## src/rtl/dmem_lane_ctrl.sv

```systemverilog
// rtl/dmem_lane_ctrl.sv - byte-lane data-memory initiator: splits loads/stores over four 8-bit BRAM lanes
// and gathers lane read data back into a sign/zero-extended word one cycle later.
module dmem_lane_ctrl #(
  parameter int ADDR_WIDTH = 8
) (
  input  logic                        i_clk,
  input  logic                        i_rst,
  input  logic                        i_req_valid,
  output logic                        o_req_ready,
  input  logic                        i_req_we,
  input  logic [2:0]                  i_req_funct3,
  input  logic [ADDR_WIDTH-1:0]       i_req_addr,
  input  logic [31:0]                 i_req_wdata,
  output logic                        o_rsp_valid,
  input  logic                        i_rsp_ready,
  output logic [31:0]                 o_rsp_rdata,
  output logic                        o_rsp_err,
  output logic [4*(ADDR_WIDTH-2)-1:0] o_lane_w_addr,
  output logic [4*(ADDR_WIDTH-2)-1:0] o_lane_r_addr,
  output logic [3:0]                  o_lane_we,
  output logic [3:0]                  o_lane_re,
  output logic [31:0]                 o_lane_din,
  input  logic [31:0]                 i_lane_dout
);

  localparam int LW = ADDR_WIDTH - 2;

  typedef enum logic {S_IDLE, S_RESP} state_t;

  state_t      r_state;
  state_t      w_state_nxt;
  logic        r_we;
  logic        r_err;
  logic [2:0]  r_funct3;
  logic [1:0]  r_off;

  logic        w_accept;
  logic        w_legal;
  logic [2:0]  w_nbytes;
  logic [31:0] w_ext;

  assign o_req_ready = !i_rst && ((r_state == S_IDLE) || i_rsp_ready);
  assign w_accept    = i_req_valid && o_req_ready;
  assign o_rsp_valid = (r_state == S_RESP);
  assign o_rsp_err   = o_rsp_valid && r_err;

  always_comb begin
    w_legal = 1'b0;
    if (i_req_we) begin
      w_legal = (i_req_funct3 == 3'b000) || (i_req_funct3 == 3'b001) || (i_req_funct3 == 3'b010);
    end else begin
      w_legal = (i_req_funct3 == 3'b000) || (i_req_funct3 == 3'b001) || (i_req_funct3 == 3'b010) ||
                (i_req_funct3 == 3'b100) || (i_req_funct3 == 3'b101);
    end
  end

  always_comb begin
    case (i_req_funct3[1:0])
      2'b00:   w_nbytes = 3'd1;
      2'b01:   w_nbytes = 3'd2;
      default: w_nbytes = 3'd4;
    endcase
  end

  // Each lane works out which access byte it carries, so misaligned and wrapping accesses need no special case.
  always_comb begin
    logic [1:0]            v_idx;
    logic [ADDR_WIDTH-1:0] v_baddr;
    o_lane_we     = '0;
    o_lane_re     = '0;
    o_lane_w_addr = '0;
    o_lane_r_addr = '0;
    o_lane_din    = '0;
    for (int k = 0; k < 4; k++) begin
      v_idx   = 2'(k) - i_req_addr[1:0];
      v_baddr = i_req_addr + {{(ADDR_WIDTH-2){1'b0}}, v_idx};
      if (w_accept && w_legal && ({1'b0, v_idx} < w_nbytes)) begin
        if (i_req_we) begin
          o_lane_we[k]               = 1'b1;
          o_lane_w_addr[k*LW +: LW]  = v_baddr[ADDR_WIDTH-1:2];
          o_lane_din[8*k +: 8]       = i_req_wdata[8*v_idx +: 8];
        end else begin
          o_lane_re[k]               = 1'b1;
          o_lane_r_addr[k*LW +: LW]  = v_baddr[ADDR_WIDTH-1:2];
        end
      end
    end
  end

  always_comb begin
    w_state_nxt = r_state;
    if (w_accept) begin
      w_state_nxt = S_RESP;
    end else if ((r_state == S_RESP) && i_rsp_ready) begin
      w_state_nxt = S_IDLE;
    end
  end

  always_ff @(posedge i_clk) begin
    if (i_rst) begin
      r_state  <= S_IDLE;
      r_we     <= 1'b0;
      r_err    <= 1'b0;
      r_funct3 <= 3'b000;
      r_off    <= 2'b00;
    end else begin
      r_state <= w_state_nxt;
      if (w_accept) begin
        r_we     <= i_req_we;
        r_err    <= !w_legal;
        r_funct3 <= i_req_funct3;
        r_off    <= i_req_addr[1:0];
      end
    end
  end

  // Lane read data is gathered straight from the BRAM outputs, which hold while no read is enabled.
  always_comb begin
    logic [1:0] v_l1;
    logic [1:0] v_l2;
    logic [1:0] v_l3;
    logic [7:0] v_b0;
    logic [7:0] v_b1;
    logic [7:0] v_b2;
    logic [7:0] v_b3;
    v_l1 = r_off + 2'd1;
    v_l2 = r_off + 2'd2;
    v_l3 = r_off + 2'd3;
    v_b0 = i_lane_dout[8*r_off +: 8];
    v_b1 = i_lane_dout[8*v_l1 +: 8];
    v_b2 = i_lane_dout[8*v_l2 +: 8];
    v_b3 = i_lane_dout[8*v_l3 +: 8];
    case (r_funct3)
      3'b000:  w_ext = {{24{v_b0[7]}}, v_b0};
      3'b001:  w_ext = {{16{v_b1[7]}}, v_b1, v_b0};
      3'b010:  w_ext = {v_b3, v_b2, v_b1, v_b0};
      3'b100:  w_ext = {24'h0, v_b0};
      3'b101:  w_ext = {16'h0, v_b1, v_b0};
      default: w_ext = 32'h0;
    endcase
  end

  assign o_rsp_rdata = (o_rsp_valid && !r_we && !r_err) ? w_ext : 32'h0;

endmodule

```

## config.mk

```make
export PLATFORM = sky130hd
export DESIGN_NAME = dmem_lane_ctrl
export DESIGN_NICKNAME = d
export VERILOG_FILES = /design/src/rtl/dmem_lane_ctrl.sv
export SDC_FILE = /design/constraint.sdc
export NUM_CORES = 1
export LEC_CHECK = 0
export ABC_AREA = 1
export CAP_MARGIN = 20
export CORE_MARGIN = 4
export CORE_UTILIZATION = 43
export DETAILED_ROUTE_END_ITERATION = 10
export PLACE_DENSITY = 0.89
export SETUP_SLACK_MARGIN = 0.5
export SYNTH_ARGS = -nofsm -noshare
export SYNTH_HDL_FRONTEND = slang
export SYNTH_SLANG_ARGS = --single-unit
```

## constraint.sdc

```tcl
create_clock -name i_clk -period 4.8 [get_ports i_clk]
set_input_delay 0.96 -clock i_clk [delete_from_list [all_inputs] [get_ports i_clk]]
set_output_delay 0.96 -clock i_clk [all_outputs]
set_load 0.01 [all_outputs]
```

* Word level (Yosys, flattened, before mapping)
Index checks and enable logic that the tools add are counted.
** Storage, ports and cells
- Word-level logic and storage cells :: 102
- Register bits after elaboration :: 8
- Output and inout port bits :: 123
** Operators by class
- Shift-type cells :: 8
- Muxes and demuxes :: 40
- Equality and inequality tests :: 9
- Bitwise gates (word level) :: 1
- Magnitude comparators :: 4
- Reduce and logical (&&, ||, !) cells :: 24
- $add $sub $neg :: 11
** Operators by type and width (count)
- indexed part select 32 x 6 -> 8 bit :: 8
- one-hot mux 32 bit (5 select lines) :: 1
- 2-to-1 mux 6 bit :: 16
- 2-to-1 mux 8 bit :: 8
- adder 8 x 2 -> 8 bit :: 4
- 2-to-1 mux 32 bit :: 1
- 2-to-1 mux 1 bit :: 13
- equality test 3 bit, second input constant :: 4
- < comparator 2 x 3 -> 1 bit :: 4
- logical AND 1 bit :: 11
- equality test 3 x 1 -> 1 bit, second input constant :: 2
- equality test 3 x 2 -> 1 bit, second input constant :: 2
- zero test 3 bit :: 2
- one-hot mux 3 bit (2 select lines) :: 1
- logical OR 1 bit :: 5
- adder 2 bit, second input constant :: 2
- zero test 1 bit :: 4
- subtractor 1 x 2 -> 2 bit, first input constant :: 2
- subtractor 2 bit, first input constant :: 2
- adder 2 x 1 -> 2 bit, second input constant :: 1
- equality test 2 x 1 -> 1 bit, second input constant :: 1
- zero test 2 bit :: 1
- nonzero test 2 bit :: 1
- NOT 1 bit :: 1

* Logic depth before layout (Yosys ltp)
Gate-level depths: netlist of run 1.
- Depth in word-level cells :: 9
- Mapped depth :: 14

* Worst setup path before layout of run 1
Ideal clock, no wire load.
- Kind :: input -> output
- Start point :: input i_req_addr[1]
- End point :: output o_lane_r_addr[16]
- Stages on the path :: 10
- Arrival :: 3.031 ns
- Path slack :: 0.809 ns
- Buffers on the path :: 3
- Required time :: 3.840 ns
- Cell sequence :: clkinv_1 clkbuf_1 ha_1 buf_2 inv_2 buf_2 ha_1 a31oi_4 nand3_4 nor2_1
** Between the ends
- Longest elaborated chain between the ends :: 4
** Ends and longest elaborated chain
- from (decl) :: line 12 : input logic [ADDR_WIDTH-1:0] i_req_addr,
- subtractor 2 bit :: line 75 : v_idx = 2'(k) - i_req_addr[1:0];
- adder 8 x 2 -> 8 bit / < comparator 2 x 3 -> 1 bit (equally long branches) :: line 76, 77
- 2-to-1 mux 6 bit / logical AND 1 bit (equally long branches) :: line 78, 77
- 2-to-1 mux 6 bit (*) :: line 77 : if (w_accept && w_legal && ({1'b0, v_idx} < w_nbytes)) begin
- to (decl) :: line 19 : output logic [4*(ADDR_WIDTH-2)-1:0] o_lane_r_addr,
Mark *: on every way between the ends. The rest lies on a longest branch, timed or not.

* Worst setup path in the final report of run 1
- Start point :: input i_req_addr[0]
- End point :: output o_lane_w_addr[5]
** Between the ends
- Longest elaborated chain between the ends :: 4
** Ends and longest elaborated chain
- subtractor 1 x 2 -> 2 bit :: line 75
- adder 8 x 2 -> 8 bit / < comparator 2 x 3 -> 1 bit (equally long branches) :: line 76, 77
- 2-to-1 mux 6 bit / logical AND 1 bit (equally long branches) :: line 78, 77
- 2-to-1 mux 6 bit (*) :: line 77
- to (decl) :: line 18 : output logic [4*(ADDR_WIDTH-2)-1:0] o_lane_w_addr,
Marked as above.

==> results.sh, run 1 <==
export IMPL_period_share_pct=88.1
export IMPL_synth_area_leader_cell="nand2_1"
export IMPL_vias=5258
export IMPL_min_to="r_we$_SDFFE_PP0P_"
export IMPL_drt_total_wl_mm=14.5
export IMPL_n_antenna_cell=0
export IMPL_stdcell_area_um2=5790
export IMPL_hold_viol=0
export IMPL_die_x_um=99.6
export IMPL_fmax_ghz=0.236
export IMPL_peakVddDrop_uv=70.2
export IMPL_fin_worst_skew_ns=0.00284
export IMPL_synth_edf_count=0
export IMPL_critPathKind="primary input to output port"
export IMPL_hold_slack_ns=0.474
export IMPL_cp_required_ns=3.84
export IMPL_start_kind="primary input"
export IMPL_rows=33
export IMPL_avgSynthCellArea_um2=4.89
export IMPL_tns_ns=0
export IMPL_numCtsBuffers=3
export IMPL_grt_max_degree=45
export IMPL_worst_slack_ns=0.570
export IMPL_pin_count=203
export IMPL_grt_overflow_total=0
export IMPL_grt_pass1_vias=4717
export IMPL_hp_start="r_we$_SDFFE_PP0P_"
export IMPL_whs_path_depth=2
export IMPL_clk_pin_slew_worst_paths_ns=0.04
export IMPL_cts_tree="yes"
export IMPL_syn_area_um2=3610
export IMPL_powerDensity_nw_per_um2=115
export IMPL_port_buffer_count=202
export IMPL_synth_async_reset_ratio_pct=0
export IMPL_cts_hold_buffers_added=0
export IMPL_grtUsageTotal_pct=27.1
export IMPL_maxCapViolCount=0
export IMPL_wl_per_cell_um=14.2
export IMPL_yosys_area_top_type_share_pct=22.7
export IMPL_detail_route_antenna_nets=0
export IMPL_yosys_register_bits=8
export IMPL_area_delta_synth_final_pct=60.3
export IMPL_worst_slew_pin_slew_ns=0.991
export IMPL_antenna_found_initial=0
export IMPL_clockBufferDepth=2
export IMPL_synth_flop_cell="dfxtp_1"
export IMPL_reg2reg_to="r_off[1]$_SDFFE_PP0P_"
export IMPL_synth_seq_area_share_pct=4.44
export IMPL_yosys_top_cells_area="nand2_1 23%, nor2_1 17%, nand3_1 10%"
export IMPL_crit_start="i_req_addr[0]"
export IMPL_clkLatencyLatePin_ns=0.23
export IMPL_dp_hpwl_mm=11.1
export IMPL_hp_class="register to register"
export IMPL_drtIter0Drc=269
export IMPL_r2r_start="r_off[1]$_SDFFE_PP0P_"
export IMPL_syn_num_nets=827
export IMPL_setup_violations=0
export IMPL_grt_pass1_wl_mm=22.3
export IMPL_relSlewSlack_pct=33.9
export IMPL_dr_pass1_iters=5
export IMPL_layout_nets=1011
export IMPL_yosysUniqueCellTypes=36
export IMPL_final_max_slew_viol_count=0
export IMPL_die_area_um2=9930
export IMPL_cp_data_arrival_time_ns=3.27
export IMPL_die_h_um=99.6
export IMPL_routabilityCongestion=0.941
export IMPL_yosysWarnings=0
export IMPL_htree_levels=1
export IMPL_cts_root_buf="clkbuf_8"
export IMPL_fin_crit_ns=4.23
export IMPL_synthCells=738
export IMPL_place_area_um2=5570
export IMPL_cp_end_kind="output port"
export IMPL_start_util_pct=44.2
export IMPL_power_leakage_nw=3.33
export IMPL_viasPerCell=5.13
export IMPL_drc=0
export IMPL_core_um2=8180
export IMPL_reg2reg_depth=2
export IMPL_post_route_util_pct=70.8
export IMPL_drive_gt1_share_pct=6.52
export IMPL_outcome="complete, no violations"
export IMPL_rsz0062_at_grt="yes"
export IMPL_cts_sinks=8
export IMPL_crit_fanout=7
export IMPL_r2r_setup_slack_ns=3.39
export IMPL_place_ws_ns=0.311
==> sequential cells by signal (all words and copies together) (netlist names) <==
| register | flops |
|---|---|
| o_rsp_valid | 1 |
| r_we | 1 |
| r_err | 1 |
| r_off | 2 |
| r_funct3 | 3 |
==> power breakdown <==
group          internal [mW]  switching (mW)
clock network         0.0543          0.0266
logic                  0.220           0.288
registers             0.0711         0.00623
==> Yosys cell counts, types with 4 or more instances <==
cell type / count
dfxtp_1: 8
a31oi_1: 7
o21ai_1: 4
nand3_1: 72
buf_4: 9
o21ai_0: 61
a211oi_1: 5
xor2_1: 11
clkbuf_1: 7
nand2_1: 218
buf_2: 19
a21oi_1: 11
inv_2: 4
nor2_1: 161
inv_1: 90
nand3_4: 8
nand2_2: 5
ha_1: 9
==> metrics by stage <==
step | std cells | total power [mW]
after global placement | 1011 | 0.564
after detailed placement | 1011 | 0.570
after CTS | 1018 | 0.657
final | 1025 | 0.666
after global routing | 1025 | 0.724
after floorplan | 738 | 0.382
==> cell usage in the layout (no fill, tap or decap), drive strengths merged, types with 3 or more instances in the layout <==
cell	n
xor2	11
dlymetal6s2s	27
a21oi	12
nand3	81
nand2	226
buf	19
dlygate4sd2	24
a211oi	5
clkdlybuf4s50	151
ha	9
dfxtp	8
a31oi	9
nor2	166
inv	97
clkbuf	3
o21ai	66
==> per-layer routing <==
metal / track usage (%) / part of all wire [%] / wire [µm] / up-vias
met5: 0 / 0 / 0 / -
met4: 9.35 / 3.1 / 456 / 0
met3: 6.24 / 10 / 1450 / 35
met2: 47.0 / 48 / 7020 / 262
met1: 32.6 / 39 / 5610 / 2302
li1: - / - / - / 2659
==> worst max-delay path by stage <==
stage                                    to  slack [ns]  depth (start not counted)
final                      o_lane_w_addr[5]        0.57                          8
after global routing       o_lane_w_addr[5]        0.41                         14
after CTS                    o_lane_din[27]        0.45                          9
after detailed placement     o_lane_din[13]        0.31                          9
after global placement    o_lane_r_addr[16]        0.38                          9
after floorplan           o_lane_r_addr[16]        0.81                         10
==> timing repair <==
| action | CTS | global route |
|---|---|---|
| pin swaps | 6 | 6 |
| resized for setup | 31 | 33 |
| cloned | 0 | 1 |
| endpoints found under the setup margin | 74 | 66 |
| buffers inserted | 4 | 6 |
==> final cells by class <==
class	instances	area, µm²
clock buffer	3	41.3
fill	741	2390
inverter	98	375
multi-input combinational	590	2870
sequential	8	160
tap	105	131
timing repair buffer	221	2210
==> critical path, stage by stage <==
cell and delay (ns):
clkdlybuf4s50_1 0.49, inv_2 0.06, ha_4 0.27, ha_1 0.33
a31oi_4 0.32, nand3_4 0.16, nor2_1 0.12, clkdlybuf4s50_1 0.56
==> cell families after synthesis <==
group | Yosys count | synth area share, %
flip-flops | 8 | 4.44
AO/OA/AOI/OAI | 94 | 15.2
buffers and inverters | 141 | 17.5
multiplexers | 1 | 0.277
adder cells (fa/ha/maj) | 9 | 3.12
AND/OR/NAND/NOR | 473 | 56.6
XOR/XNOR | 12 | 2.91
Note: power is estimated with default switching activity, not from simulation.
==> inputs of run 2 (changes only) <==
ABC_AREA = not set   (was 1)
CORE_UTILIZATION = 42   (was 43)
PLACE_DENSITY = 0.9   (was 0.89)
==> run 2 against run 1 <==
  * Core utilization rose by 1.7 points
  * Worst hold slack improved by 0.019 ns
  * Via count fell by 23%
  * Clock power barely moved
  * Sequential power rose by 11%
  * Final cell count fell by 34%
  * Non-clock buffer count rose by 1
==> results.sh, run 2 <==
export IMPL_p_int_uw=391
export IMPL_path_common_cell="clkdlybuf4s50_1"
export IMPL_layout_nets=661
export IMPL_path_buf_inv=4
export IMPL_pin_count=203
export IMPL_maxCapViolCount=0
export IMPL_top_regs="r_funct3 x3, r_off x2"
export IMPL_detail_route_antenna_nets=0
export IMPL_area_delta_synth_final_pct=68.3
export IMPL_yosys_area_top_type_share_pct=40.8
export IMPL_critical_path_top_delay_family="buffers and inverters"
export IMPL_powerDensity_nw_per_um2=116
export IMPL_synthCells=379
export IMPL_largest_reg_flops=3
export IMPL_drc=0
export IMPL_final_max_slew_viol_count=0
export IMPL_core_um2=7690
export IMPL_multiInputGateArea_um2=2990
export IMPL_cp_data_arrival_time_ns=3.31
export IMPL_hp_class="register to register"
export IMPL_clk_pin_slew_worst_paths_ns=0.04
export IMPL_grt_pass1_vias=4122
export IMPL_synth_edf_count=0
export IMPL_antenna_found_initial=1
export IMPL_power_leakage_nw=2.22
export IMPL_switching_share_pct=39.5
export IMPL_critPathKind="primary input to output port"
export IMPL_worst_slack_ns=0.531
export IMPL_fin_worst_skew_ns=0.000382
export IMPL_syn_num_nets=468
export IMPL_drtIter0Drc=210
export IMPL_fill_cells=558
export IMPL_die_h_um=96.8
export IMPL_dr_pass1_iters=4
export IMPL_dp_hpwl_mm=10.7
export IMPL_regMostFlops="r_funct3"
export IMPL_grt_overflow_total=0
export IMPL_viasPerCell=6.01
export IMPL_synth_async_reset_ratio_pct=0
export IMPL_wl_per_cell_um=20.3
export IMPL_routabilityCongestion=0.907
export IMPL_grt_pass1_wl_mm=21.2
export IMPL_start_kind="primary input"
export IMPL_clockBufferDepth=2
export IMPL_drt_total_wl_mm=13.7
export IMPL_rows=32
export IMPL_hold_viol=0
export IMPL_synth_area_leader_cell="mux4_2"
export IMPL_start_util_pct=43.1
export IMPL_cts_tree="yes"
export IMPL_yosysMostFrequentCell="mux4_2"
export IMPL_max_stage_delay_ns=0.54
export IMPL_syn_area_um2=3310
export IMPL_fin_crit_ns=4.27
export IMPL_die_area_um2=9370
export IMPL_worst_slew_pin_slew_ns=0.903
export IMPL_p_clk_share_pct=12.5
export IMPL_cts_sinks=8
export IMPL_r2r_start="o_rsp_valid$_SDFFE_PP0P_"
export IMPL_pwr_share_comb_pct=74.2
export IMPL_cp_cell_sequence="clkdlybuf4s50_1 -> inv_2 -> nand2_1 -> ha_1 -> a21o_1 -> a2111oi_4 -> buf_4 -> and2_1 -> clkdlybuf4s50_1"
export IMPL_tns_ns=0
export IMPL_cts_root_buf="clkbuf_8"
export IMPL_reg2reg_to="r_err$_SDFFE_PP0P_"
export IMPL_p_switching_uw=255
export IMPL_grt_max_degree=41
export IMPL_clkLatencyLatePin_ns=0.23
export IMPL_setup_violations=0
export IMPL_period_share_pct=88.9
export IMPL_drive_gt1_share_pct=21.8
export IMPL_fmax_ghz=0.234
export IMPL_htree_levels=1
export IMPL_yosysUniqueCellTypes=43
export IMPL_yosysWarnings=0
export IMPL_area_sequential_um2=161
export IMPL_port_buffer_count=202
export IMPL_cp_required_ns=3.84
export IMPL_outcome="complete, no violations"
export IMPL_cp_end_kind="output port"
export IMPL_place_ws_ns=0.0379
export IMPL_avgSynthCellArea_um2=8.74
export IMPL_grtUsageTotal_pct=27.4
export IMPL_min_to="r_we$_SDFFE_PP0P_"
export IMPL_final_common_cell="clkdlybuf4s50_1"
export IMPL_yosys_register_bits=8
export IMPL_die_x_um=96.8
export IMPL_vias=4042
export IMPL_rsz0062_at_grt="yes"
export IMPL_reg2reg_depth=4
export IMPL_crit_fanout=4
export IMPL_relSlewSlack_pct=39.8
export IMPL_whs_path_depth=1
export IMPL_hp_start="r_we$_SDFFE_PP0P_"
export IMPL_peakVddDrop_uv=79.7
export IMPL_synth_flop_cell="dfxtp_1"
export IMPL_synth_top_cells_by_count="60 x mux4_2, 44 x nor2_1, 38 x nand2_1, 35 x nor2b_1, 23 x a21oi_1"
export IMPL_synth_seq_area_share_pct=4.84
export IMPL_numCtsBuffers=3
export IMPL_r2r_setup_slack_ns=3.52
export IMPL_p_seq_share_pct=13.3
export IMPL_final_cell_mix="165 x clkdlybuf4s50_1, 60 x mux4_2, 38 x nand2_1"
export IMPL_crit_slowest_cell="clkdlybuf4s50_1"
export IMPL_yosys_top_cells_area="mux4_2 41%, nor2b_1 6.6%, nor2_1 5.0%"
run 2: cell count changes after synthesis, moves of 8 or more:
cell     delta
nand2_1   -180
mux4_2     +60
a21oi_2     +8
nor2_1    -117
nand3_4     -8
o21ai_0    -52
xnor2_1     +8
nand3_1    -60
inv_1      -70
and2_1     +21
nor2b_1    +35
a21oi_1    +12
run 2: logic make-up (layout without fill, tap and decap cells):
logic type      count (synthesis)  count (layout)  synth area share, %
other cells                     0               1                    0
simple gates                  168             169                 25.4
compound gates                 56              56                 11.5
mux                            66              66                 42.8
flops                           8               8                 4.84
buf+inv                        56             246                 7.82
xor+xnor                       16              16                 4.23
fa+ha+maj                       9               9                 3.40
run 2: per-stage QoR:
stage               util, %  hold WS (ns)  cells  power [mW]  instance area [µm²]
global route           72.5         0.522    673       0.680                 5570
detailed placement     70.3         0.483    662       0.550                 5410
floorplan                 -         0.439    379       0.354                 3350
CTS                    71.1         0.489    668       0.634                 5470
finish                 72.5         0.493    673       0.646                 5570
global placement       70.3         0.463    662       0.530                 5410
run 2: worst register-to-register path, delay by kind of cell, from the launching register on:
family	cells	cell delay [ns]
AOI/OAI and AO/OA	1	0.16
DFF	1	0.33
and+or+nand+nor	3	0.71
run 2: final cells by class:
type / count / area share [%]
Tap cell: 102 / 2.29
Clock buffer: 3 / 0.741
Sequential cell: 8 / 2.90
Antenna cell: 1 / 0.0449
Inverter: 21 / 1.41
Multi-Input combinational cell: 316 / 53.6
Timing Repair Buffer: 222 / 39.0
run 2: routing by layer:
metal	share of wire (%)	GRT usage, %
met2	50	49.9
met5	0	0
met3	10	6.78
met4	4.5	11.4
met1	35	30.0
run 2: worst max path at each step:
stage | start | end | slack [ns] | cells past startpoint
floorplan | i_req_addr[0] | o_lane_din[20] | 0.49 | 14
global placement | i_req_addr[1] | o_lane_din[7] | 0.10 | 9
detailed placement | i_req_addr[1] | o_lane_din[0] | 0.04 | 9
CTS | i_req_funct3[1] | o_lane_r_addr[10] | 0.48 | 9
global route | i_req_funct3[1] | o_lane_din[3] | 0.47 | 9
finish | i_req_funct3[1] | o_lane_r_addr[23] | 0.53 | 9
run 2: repair_timing:
action,CTS,global route
setup buffers,3,3
setup endpoints to repair,75,64
resized for setup,35,19
hold endpoints to repair,0,0
pin swaps,3,3
cloned,0,1
hold buffers,0,0
run 2: power by group through the flow:
stage | Sequential (mW) | Clock (mW) | Combinational (mW)
after floorplan | 0.0753 | 0 | 0.279
after global placement | 0.0858 | 0 | 0.445
after detailed placement | 0.0871 | 0 | 0.463
after CTS | 0.0860 | 0.0829 | 0.465
after global routing | 0.0878 | 0.0836 | 0.509
final | 0.0858 | 0.0811 | 0.480
==> inputs of run 3 (changes only) <==
GPL_TIMING_DRIVEN = 0   (was not set)
HOLD_SLACK_MARGIN = 0.1   (was not set)
==> run 3 against run 2 <==
  * Register-to-register slack got worse by 0.15 ns
  * Critical path type unchanged
  * Maximum frequency about the same
  * Combinational power increased by 5.2%
  * Power increased by 2.1%
  * Die area unchanged
  * Critical endpoint is now o_lane_w_addr[13]
==> results.sh, run 3 (synthesis gave the netlist of run 2 again) <==
export IMPL_relSlewSlack_pct=63.2
export IMPL_path_common_cell="buf_8"
export IMPL_clockBufferDepth=2
export IMPL_peakVddDrop_uv=57.5
export IMPL_grtUsageTotal_pct=28.4
export IMPL_wl_per_cell_um=19.6
export IMPL_wl_met1_mm=4.94
export IMPL_pin_count=203
export IMPL_grt_pass1_vias=4405
export IMPL_drt_total_wl_mm=13.6
export IMPL_p_int_uw=400
export IMPL_layout_nets=683
export IMPL_maxCapViolCount=0
export IMPL_drtIter0Drc=222
export IMPL_critPathKind="primary input to output port"
export IMPL_rsz0062_at_grt="yes"
export IMPL_dr_pass1_iters=4
export IMPL_p_clk_share_pct=12.2
export IMPL_max_stage_delay_ns=0.39
export IMPL_grt_pass1_wl_mm=22.0
export IMPL_port_buffer_count=200
export IMPL_final_max_slew_viol_count=0
export IMPL_wl_met2_mm=6.85
export IMPL_p_seq_share_pct=11.4
export IMPL_grt_overflow_total=0
export IMPL_cp_data_arrival_time_ns=3.31
export IMPL_period_share_pct=88.9
export IMPL_hold_viol=0
export IMPL_fin_crit_ns=4.27
export IMPL_detail_route_antenna_nets=0
export IMPL_dp_hpwl_mm=10.8
export IMPL_fin_worst_skew_ns=0.00229
export IMPL_wl_met3_mm=1.39
export IMPL_powerDensity_nw_per_um2=117
export IMPL_worst_slew_pin_slew_ns=0.552
export IMPL_cts_sinks=8
export IMPL_fmax_ghz=0.234
export IMPL_die_x_um=96.8
export IMPL_viasPerCell=5.88
export IMPL_place_ws_ns=-1.08
export IMPL_cp_required_ns=3.84
export IMPL_power_leakage_nw=2.24
export IMPL_switching_share_pct=39.3
export IMPL_core_um2=7690
export IMPL_cp_end_kind="output port"
export IMPL_area_delta_synth_final_pct=70.0
export IMPL_vias=4082
export IMPL_die_h_um=96.8
export IMPL_largest_reg_flops=3
export IMPL_n_antenna_cell=0
export IMPL_start_util_pct=43.1
export IMPL_pwr_share_comb_pct=76.4
export IMPL_critical_path_top_delay_family="buffers and inverters"
export IMPL_final_common_cell="clkdlybuf4s50_1"
export IMPL_fill_cells=550
export IMPL_path_buf_inv=10
export IMPL_regMostFlops="r_funct3"
export IMPL_rows=32
export IMPL_worst_slack_ns=0.535
export IMPL_cts_root_buf="clkbuf_8"
export IMPL_final_cell_mix="151 x clkdlybuf4s50_1, 60 x mux4_2, 38 x nand2_1"
export IMPL_start_kind="primary input"
export IMPL_routed_top_layer="met4"
export IMPL_numCtsBuffers=3
export IMPL_htree_levels=1
export IMPL_crit_slowest_cell="or3_4"
export IMPL_antenna_found_initial=0
export IMPL_stdcell_area_um2=5630
export IMPL_die_area_um2=9370
export IMPL_grt_max_degree=11
export IMPL_p_switching_uw=260
export IMPL_drive_gt1_share_pct=26.7
export IMPL_crit_fanout=10
export IMPL_drc=0
export IMPL_outcome="complete, no violations"
export IMPL_top_regs="r_funct3 x3, r_off x2"
export IMPL_hp_class="register to register"
export IMPL_routabilityCongestion=0.916
export IMPL_cts_tree="yes"
export IMPL_cts_hold_buffers_added=0
export IMPL_clk_pin_slew_worst_paths_ns=0.04
export IMPL_place_area_um2=5480
export IMPL_cp_cell_sequence="buf_2 -> buf_6 -> buf_12 -> buf_8 -> inv_4 -> ha_4 -> buf_6 -> buf_8 -> inv_1 -> ha_1 -> o21ai_0 -> a21oi_1 -> or3_4 -> buf_8 -> nor2_2 -> clkdlybuf4s15_2"
export IMPL_setup_violations=0
export IMPL_clkLatencyLatePin_ns=0.23
-- run 3: cell types whose count changed in the layout (fill, tap and decap cells not counted), moves of 3 or more --
| cell | before | now |
|---|---|---|
| dlymetal6s2s_1 | 10 | 6 |
| buf_2 | 1 | 16 |
| buf_4 | 18 | 14 |
| clkbuf_1 | 0 | 10 |
| dlygate4sd2_1 | 23 | 19 |
| clkdlybuf4s50_1 | 165 | 151 |
| clkbuf_2 | 0 | 13 |
| buf_8 | 0 | 5 |
| clkdlybuf4s15_1 | 3 | 0 |
-- run 3: layout make-up --
class | instances | area, µm² | area share [%]
plain buffers | 35 | 272 | 4.83
clock buffers | 3 | 41.3 | 0.734
inverters | 21 | 85.1 | 1.51
multi-input cells | 315 | 2980 | 53.0
flip-flops and latches | 8 | 160 | 2.85
well taps | 102 | 128 | 2.27
repair buffers | 210 | 1960 | 34.8
-- run 3: layer usage --
metal / GRT usage [%] / up-vias
met5: 0 / -
met4: 11.3 / 0
met3: 6.92 / 39
met2: 50.3 / 289
met1: 32.7 / 1938
li1: - / 1816
-- run 3: power by group through the flow --
stage          logic (mW)  registers, mW  clock network (mW)
5_1_grt             0.537         0.0756              0.0862
3_3_place_gp        0.472         0.0759                   0
3_5_place_dp        0.483         0.0762                   0
4_1_cts             0.499         0.0751              0.0811
6_report            0.505         0.0751              0.0804
2_1_floorplan       0.279         0.0753                   0
-- run 3: repair_timing --
action | in CTS | in global routing
setup endpoints to repair | 88 | 34
pin swaps | 6 | 3
buffers inserted | 10 | 0
resized for setup | 108 | 35
-- run 3: per-stage QoR --
stage / utilization, % / hold WS [ns] / TNS, ns / cells / power (mW)
floorplan: - / 0.439 / 0 / 379 / 0.354
global route: 73.2 / 0.508 / 0 / 694 / 0.699
CTS: 73.6 / 0.483 / 0 / 694 / 0.655
detailed placement: 71.3 / 0.478 / -41.95 / 681 / 0.559
global placement: 71.3 / 0.463 / -39.29 / 681 / 0.548
finish: 73.2 / 0.494 / 0 / 694 / 0.660
-- run 3: path summary, 6_finish.rpt --
check                                start                 end  slack [ns]  depth (start not counted)
hold / removal           r_we$_SDFFE_PP0P_   r_we$_SDFFE_PP0P_        0.49                          1
setup reg to reg  o_rsp_valid$_SDFFE_PP0P_  r_err$_SDFFE_PP0P_        3.37                          5
setup / recovery             i_req_addr[0]   o_lane_w_addr[13]        0.53                         16
hold reg to reg          r_we$_SDFFE_PP0P_   r_we$_SDFFE_PP0P_        0.49                          1
